File: src/rtl/dsp48a1_mac_seq.sv
`default_nettype none
// ============================================================================
// Module   : dsp48a1_mac_seq
// Brief    : Drives one DSP48A1 slice as a signed dot-product MAC engine.
// Revision : 1.0
// ============================================================================
module dsp48a1_mac_seq #(
    parameter int CNT_W    = 10,
    parameter int PIPE_LAT = 3,
    parameter int OPM_DLY  = 1
) (
    input  logic             CLK,
    input  logic             RST,
    input  logic             start,
    input  logic [CNT_W-1:0] len,
    input  logic             s_valid,
    output logic             s_ready,
    input  logic [17:0]      s_a,
    input  logic [17:0]      s_b,
    output logic [17:0]      dsp_a,
    output logic [17:0]      dsp_b,
    output logic [7:0]       dsp_opmode,
    output logic             dsp_rst,
    input  logic [47:0]      dsp_p,
    output logic             busy,
    output logic [47:0]      result,
    output logic             result_valid
);

    typedef enum logic [1:0] {
        S_IDLE  = 2'd0,
        S_RUN   = 2'd1,
        S_DRAIN = 2'd2,
        S_DONE  = 2'd3
    } state_t;

    localparam logic [7:0] c_OP_ZERO  = 8'b0000_0000;
    localparam logic [7:0] c_OP_FIRST = 8'b0000_0001;
    localparam logic [7:0] c_OP_HOLD  = 8'b0000_1000;
    localparam logic [7:0] c_OP_ACC   = 8'b0000_1001;

    state_t            state_q, state_d;
    logic [CNT_W-1:0]  len_q, len_d;
    logic [CNT_W-1:0]  remaining_q, remaining_d;
    logic              first_q, first_d;
    logic [PIPE_LAT:0] tag_q, tag_d;
    logic [7:0]        op_pipe_q [0:OPM_DLY];
    logic [7:0]        op_pipe_d [0:OPM_DLY];
    logic              s_ready_q, s_ready_d;
    logic [17:0]       dsp_a_q, dsp_a_d;
    logic [17:0]       dsp_b_q, dsp_b_d;
    logic              dsp_rst_q;
    logic              busy_q, busy_d;
    logic [47:0]       result_q, result_d;
    logic              result_valid_q, result_valid_d;
    logic              xfer;
    logic              last_xfer;
    logic [7:0]        slot_op;

    always_comb begin
        state_d     = state_q;
        len_d       = len_q;
        remaining_d = remaining_q;
        first_d     = first_q;
        result_d    = result_q;

        // s_ready_q is only ever high while in RUN
        xfer      = s_valid & s_ready_q;
        last_xfer = xfer && (remaining_q == CNT_W'(1));
        dsp_a_d   = xfer ? s_a : 18'd0;
        dsp_b_d   = xfer ? s_b : 18'd0;

        slot_op = c_OP_ZERO;
        if (state_q == S_RUN || state_q == S_DRAIN) begin
            if (xfer) slot_op = first_q ? c_OP_FIRST : c_OP_ACC;
            else      slot_op = first_q ? c_OP_ZERO  : c_OP_HOLD;
        end

        op_pipe_d[0] = slot_op;
        for (int i = 1; i <= OPM_DLY; i++) begin
            op_pipe_d[i] = op_pipe_q[i-1];
        end

        // The "last" tag surfaces at tag_q[PIPE_LAT] in the cycle P holds the final sum
        tag_d = {tag_q[PIPE_LAT-1:0], last_xfer};

        case (state_q)
            S_IDLE: begin
                if (start) begin
                    len_d = len;
                    if (len != '0) begin
                        state_d     = S_RUN;
                        remaining_d = len;
                        first_d     = 1'b1;
                    end else begin
                        state_d  = S_DONE;
                        result_d = 48'd0;
                    end
                end
            end
            S_RUN: begin
                if (xfer) begin
                    first_d     = 1'b0;
                    remaining_d = remaining_q - CNT_W'(1);
                    if (last_xfer) state_d = S_DRAIN;
                end
            end
            S_DRAIN: begin
                if (tag_q[PIPE_LAT]) begin
                    state_d  = S_DONE;
                    result_d = dsp_p;
                end
            end
            default: begin
                state_d = S_IDLE;
            end
        endcase

        s_ready_d      = (state_d == S_RUN);
        busy_d         = (state_d != S_IDLE);
        result_valid_d = (state_d == S_DONE);
    end

    always_ff @(posedge CLK) begin
        dsp_rst_q <= RST;
        if (RST) begin
            state_q        <= S_IDLE;
            len_q          <= '0;
            remaining_q    <= '0;
            first_q        <= 1'b0;
            tag_q          <= '0;
            for (int i = 0; i <= OPM_DLY; i++) op_pipe_q[i] <= 8'd0;
            s_ready_q      <= 1'b0;
            dsp_a_q        <= 18'd0;
            dsp_b_q        <= 18'd0;
            busy_q         <= 1'b0;
            result_q       <= 48'd0;
            result_valid_q <= 1'b0;
        end else begin
            state_q        <= state_d;
            len_q          <= len_d;
            remaining_q    <= remaining_d;
            first_q        <= first_d;
            tag_q          <= tag_d;
            for (int i = 0; i <= OPM_DLY; i++) op_pipe_q[i] <= op_pipe_d[i];
            s_ready_q      <= s_ready_d;
            dsp_a_q        <= dsp_a_d;
            dsp_b_q        <= dsp_b_d;
            busy_q         <= busy_d;
            result_q       <= result_d;
            result_valid_q <= result_valid_d;
        end
    end

    assign s_ready      = s_ready_q;
    assign dsp_a        = dsp_a_q;
    assign dsp_b        = dsp_b_q;
    assign dsp_opmode   = op_pipe_q[OPM_DLY];
    assign dsp_rst      = dsp_rst_q;
    assign busy         = busy_q;
    assign result       = result_q;
    assign result_valid = result_valid_q;

endmodule
`default_nettype wire

File: config.mk
export PLATFORM = sky130hd
export DESIGN_NAME = dsp48a1_mac_seq
export DESIGN_NICKNAME = d
export VERILOG_FILES = /design/src/rtl/dsp48a1_mac_seq.sv
export SDC_FILE = /design/constraint.sdc
export NUM_CORES = 1
export LEC_CHECK = 0
export CAP_MARGIN = 40
export CORE_UTILIZATION = 35
export CTS_CLUSTER_SIZE = 12
export DETAILED_ROUTE_END_ITERATION = 6
export PLACE_DENSITY = 0.79
export SLEW_MARGIN = 40
export SYNTH_ARGS = -nofsm -noshare
export SYNTH_HDL_FRONTEND = slang
export SYNTH_SLANG_ARGS = --single-unit
File: constraint.sdc
create_clock -name CLK -period 2.16 [get_ports CLK]
set_input_delay 0.324 -clock CLK [delete_from_list [all_inputs] [get_ports CLK]]
set_output_delay 0.324 -clock CLK [all_outputs]
set_load 0.01 [all_outputs]
==> flow_summary.ini, run 1 <==
[status]
status = finished, violations left
violations = DRC

[clock_tree]
clockRootBuffer = clkbuf_16
clk_path_buf_depth = 2
clock_latency_ns = 0.34
h-tree-depth = 3
clkTransAtPathRegs_ns = 0.07
cts_tree = done
cts_made_buffers = 9
clkSinkCount = 109

[worst_setup_path]
end_kind = flop
r2r_cells = 6
crit_start = len[8]
start_kind = primary input
criticalPathCategory = primary input to flop
crit_required_ns = 2.43
path_max_fanout = 24
timing.rr.end = s_ready
crit_arrival_ns = 2.38
worstReg2RegStart = state_q[1]
reg2reg_slack_ns = 0.05

[place]
post-dp-hpwl_mm = 8.539
place_ws_ns = -0.3225
place_area_um2 = 6271
gp_congestion = 0.8329
dp.cells = 767
port_buffers = 187

[worst_hold_path]
min_path_cells = 1
hp-class = primary input to flop
hp-start = RST
hold_path_end = dsp_rst

[synthesis]
synth-edff-count = 0
syn_inst = 456
ys_ff_latch = 109
synth_ff_type = dfxtp_1
async_reset_ff_share_pct = 0
yosysWarnings = 0
netlist_area_um2 = 4219
syn_avg_cell_area_um2 = 9.252
synth_cell_type_count = 49
synth_seq_area_share_pct = 51.72

[detailed_routing]
dr_total_vias = 4162
drt-wirelength-per-cell_um = 15.89
drt-initial-drc-count = 670
viasPerCell = 5.302
drc = 15
wirelength_mm = 12.47
first_pass_iters = 7
postRouteAntennaNets = 0

[sta]
setup_slack_ns = 0.05120
worst_slew_pin_slew_ns = 0.5025
final_max_slew_viol_count = 0
setup_viol = 0
rsz0062_at_grt = no
maxSlewHeadroom_pct = 66.38
period_needed_ns = 2.109
timing.fmax_mhz = 474.2
skew_ns = 0.003433
hold_violations = 0
period_share_pct = 97.63

[finish]
nets = 741
drive_gt1_share_pct = 8.100
layout_commonest_cell = clkdlybuf4s50_1
fillers = 974
stdcell_count = 785
stdcell_area_um2 = 6610
final_cell_mix = clkdlybuf4s50_1 (186), dfxtp_1 (109), a21oi_1 (61)
antenna_cells = 0
syn_to_final_growth_pct = 56.67

[grt]
grtUsageTotal_pct = 19.44
grt_pass1_vias = 3918
grt-ovfl-total = 0
antenna_found_initial = 0
grt_max_degree = 49
grt_pass1_wl_mm = 19.48

[floorplanning]
start_util_pct = 36.48
die_h_um = 111.8
die_width_um = 111.8
rows = 39
die_area_um2 = 12500
io_pins = 194
core_um2 = 11560

[pwr]
peakVddDrop_v = 0.0005470
p_per_area_nw_per_um2 = 668.6
p_leak_uw = 0.002365

[run]
drv_cap = 0
==> final cells by class <==
class / instances / area, um^2 / area share, %
Inverter: 9 / 33.78 / 0.5111
Tap cell: 143 / 178.9 / 2.707
Clock inverter: 5 / 57.56 / 0.8707
Sequential cell: 109 / 2182 / 33.01
Clock buffer: 11 / 242.7 / 3.672
Multi-Input combinational cell: 296 / 1805 / 27.31
Timing Repair Buffer: 212 / 2110 / 31.91
==> logic make-up (layout without fill, tap and decap cells) <==
family / after synthesis / count (layout) / share of synthesized area, %
AO/OA/AOI/OAI: 146 / 146 / 19.84
AND/OR/NAND/NOR: 136 / 136 / 19.81
flip-flops: 109 / 109 / 51.72
buffers and inverters: 56 / 237 / 6.287
adder cells (fa/ha/maj): 6 / 6 / 1.779
multiplexers: 2 / 2 / 0.4745
other: 1 / 6 / 0.08888
==> where the power goes <==
part           internal [uW]  switching [uW]
logic                    340             314
registers               2060            33.7
clock network            936             733
==> through the flow <==
step | TNS, ns | hold WS (ns) | utilization, % | power (uW)
floorplan | 0 | 0.3517 | - | 2428
global placement | -10.52 | 0.4203 | 54.22 | 2764
detailed placement | -13.19 | 0.4240 | 54.22 | 2782
CTS | 0 | 0.2644 | 56.82 | 4469
global route | 0 | 0.2855 | 57.16 | 4606
finish | 0 | 0.2972 | 57.16 | 4420
==> sequential cells by signal, indices dropped and copies added, names as in the netlist <==
name,count
tag_q,4
first_q,1
dsp_a,18
dsp_rst,1
state_q,2
op_pipe_q,4
result,48
s_ready,1
busy,1
dsp_b,18
remaining_q,10
result_valid,1
==> layer usage <==
layer | vias to the layer above | part of all wire (%) | wire, um | global-route usage (%)
met5 | - | 0 | 0 | 0
met4 | 0 | 2.1 | 256 | 7.838
met3 | 26 | 10 | 1294 | 7.077
met2 | 238 | 47 | 5908 | 31.97
met1 | 1900 | 40 | 5011 | 22.93
li1 | 1998 | - | - | -
==> what timing repair did <==
action,CTS,global route
setup buffers,0,1
hold buffers,0,0
setup endpoints to repair,0,26
resized for setup,0,6
==> worst max path at each step <==
stage          depth (start not counted)  slack (ns)              to
5_1_grt                                6       0.006  remaining_q[1]
3_3_place_gp                           7       -0.26      result[41]
2_1_floorplan                          8        0.06      result[26]
4_1_cts                                7        0.02      result[41]
3_5_place_dp                           7       -0.32      result[41]
6_report                               8        0.05      result[41]
==> critical path, cell delays in order <==
cell and delay [ns]:
clkdlybuf4s50_1 0.43, or4_4 0.57, buf_4 0.17, o31ai_4 0.20, buf_4 0.18, buf_12 0.17
nand4_1 0.15, a21oi_1 0.19
==> Yosys cell counts (2+ instances only) <==
cell      instances  area [um^2]
or2_2             2        12.51
o31ai_1          10        75.07
dfxtp_1         109         2182
inv_1             9        33.78
buf_2             3        15.01
and2_1           37        231.5
o21ai_0          46        230.2
a21oi_1          61        305.3
a211oi_1          2        15.01
ha_1              6        75.07
nand3_1           3        15.01
a31oi_1           4        25.02
o21ai_1           8        40.04
and3_1            3        18.77
nand4_1          48        300.3
nor2_1           11        41.29
buf_1             2        7.510
clkbuf_2          2        10.01
nor3_1            5        25.02
clkbuf_1         30        112.6
or3_1             3        18.77
buf_6             3        33.78
mux2i_1           2        20.02
nand2_1           3        11.26
o311ai_0          7        61.31
buf_4             7        52.55
nor2b_1           8        50.05
Note: power is estimated with default switching activity, not from simulation.
==> run 2: changes to the inputs <==
--- a/config.mk
+++ b/config.mk
@@ -6,10 +6,10 @@
 export NUM_CORES = 1
 export LEC_CHECK = 0
 export CAP_MARGIN = 40
-export CORE_UTILIZATION = 35
+export CORE_UTILIZATION = 44
 export CTS_CLUSTER_SIZE = 12
 export DETAILED_ROUTE_END_ITERATION = 6
-export PLACE_DENSITY = 0.79
+export PLACE_DENSITY = 0.92
 export SLEW_MARGIN = 40
 export SYNTH_ARGS = -nofsm -noshare
 export SYNTH_HDL_FRONTEND = slang
==> constraint.sdc (replaced) <==
create_clock -name CLK -period 2.5 [get_ports CLK]
set_input_delay 0.375 -clock CLK [delete_from_list [all_inputs] [get_ports CLK]]
set_output_delay 0.375 -clock CLK [all_outputs]
set_load 0.01 [all_outputs]
==> run 2 against run 1 <==
  * The flow now finishes without violations
  * Flip-flop and latch count unchanged
  * Global-route usage is 4.7 points higher
  * Sequential share of layout area grew 1.3 points
  * Setup slack gained 0.28 ns
  * Largest cell class unchanged
  * Clock-buffer cell count decreased by 2
==> flow_summary.ini, run 2 (same netlist as run 1, synthesis figures left out) <==
[status]
status = finished, final reports clean

[clock_tree]
clkTransAtPathRegs_ns = 0.09
clockRootBuffer = clkbuf_8
clkSinkCount = 109
clk_path_buf_depth = 2
post_cts_buffers = 0
h-tree-depth = 3
cts_tree = done
cts_resized = 0
cts_made_buffers = 9
cts_hold_buf = 0
clock_latency_ns = 0.36

[finish]
nets = 729
fillers = 721
antenna_cells = 0
drive_gt1_share_pct = 5.723
largest_reg_flops = 48
regArea_um2 = 2182
layout_commonest_cell = clkdlybuf4s50_1
stdcell_count = 758
final_cell_mix = clkdlybuf4s50_1 (186), dfxtp_1 (109), a21oi_1 (61)
multi_input_area_um2 = 1802
syn_to_final_growth_pct = 50.92
stdcell_area_um2 = 6367

[worst_setup_path]
path_cells = inv_1 > ha_1 > or4b_4 > or3_4 > o211a_1 > and3b_1
crit_start = state_q[0]
path_max_fanout = 5
end_kind = flop
crit_arrival_ns = 2.42
r2r_cells = 6
start_kind = flop
critPathSlowestCell = or4b_4
crit_required_ns = 2.75
cpPeakStageDelay_ns = 0.52
criticalPathCategory = flop to flop
worstReg2RegStart = state_q[0]

[sta]
finalSetupTns_ns = 0
hold_violations = 0
period_needed_ns = 2.172
timing.fmax_mhz = 460.4
final_max_slew_viol_count = 0
setup_viol = 0
skew_ns = 0.02164
maxSlewHeadroom_pct = 50.59
period_share_pct = 86.87
worst_slew_pin_slew_ns = 0.7343
rsz0062_at_grt = no
whs_ns = 0.2119

[floorplanning]
die_area_um2 = 9984
start_util_pct = 45.44
core_um2 = 9284
die_h_um = 99.92
die_width_um = 99.92
rows = 35
io_pins = 194

[detailed_routing]
drc = 0
drt-wirelength-per-cell_um = 16.08
viasPerCell = 5.409
dr_total_vias = 4100
first_pass_iters = 5
postRouteAntennaNets = 0
drt-initial-drc-count = 237
wirelength_mm = 12.19

[pwr]
power.total_uw = 3321
peakVddDrop_v = 0.0003553
power_switching_share_pct = 26.82
internal-power_uw = 2430
pwr-share-comb_pct = 16.5
power.switching_uw = 890.9
p_per_area_nw_per_um2 = 521.6
seq_power_share_pct = 54.6
p_leak_uw = 0.002233
clockPowerShare_pct = 28.9

[worst_hold_path]
min_path_cells = 1
hp-class = primary input to flop
hp-start = RST

[place]
place_area_um2 = 6186
dp.cells = 743
post-dp-hpwl_mm = 8.669
gp_congestion = 0.8716
port_buffers = 187

[grt]
grt_pass1_vias = 3924
antenna_found_initial = 0
grt-ovfl-total = 0
grt_max_degree = 50
grtUsageTotal_pct = 24.12
grt_pass1_wl_mm = 19.09

[run]
drv_cap = 0
[run 2: cell types whose count changed in the layout (fill, tap and decap cells not counted), sizes merged]
cell      previous run  this run
clkbuf              12         9
buf                 25        14
clkinv               2         1
bufinv               1         0
inv                 11        10
clkinvlp             0         4
[run 2: critical path, delay by kind of cell, from the launching register on]
| kind | cells | cell delay (ns) |
|---|---|---|
| simple gates | 3 | 1.13 |
| flops | 1 | 0.36 |
| compound gates | 1 | 0.28 |
| fa+ha+maj | 1 | 0.20 |
| buf+inv | 1 | 0.10 |
[run 2: area by class of cell]
type | count | share of cell area [%]
sequential | 109 | 34.27
timing repair buffer | 200 | 31.64
multi-input combinational | 296 | 28.30
tap | 129 | 2.535
clock buffer | 9 | 1.945
clock inverter | 6 | 0.7860
inverter | 9 | 0.5306
[run 2: layer usage]
metal | track usage [%] | vias to the layer above | routed length [um]
met5 | 0 | - | 50
met4 | 9.502 | 2 | 263
met2 | 41.49 | 218 | 6006
li1 | - | 1973 | -
met1 | 28.63 | 1888 | 4822
met3 | 6.476 | 19 | 1045
[run 2: final timing paths]
check / endpoint / slack, ns
setup reg to reg: s_ready / 0.33
hold / removal: dsp_rst / 0.21
hold reg to reg: op_pipe_q[0][3] / 0.43
setup / recovery: s_ready / 0.33
[run 2: power groups by stage]
stage / clock network [uW] / logic [uW] / registers, uW
2_1_floorplan: 0 / 243 / 1850
3_3_place_gp: 0 / 518 / 1850
3_5_place_dp: 0 / 539 / 1850
4_1_cts: 993 / 542 / 1810
5_1_grt: 1070 / 590 / 1820
6_report: 961 / 548 / 1810
[run 2: metrics by stage]
stage | utilization [%] | setup WS [ns]
after floorplan | - | 0.4020
after CTS | 68.50 | 0.3291
after global placement | 66.63 | 0.08787
final | 68.58 | 0.3282
after global routing | 68.58 | 0.2234
after detailed placement | 66.63 | 0.06215
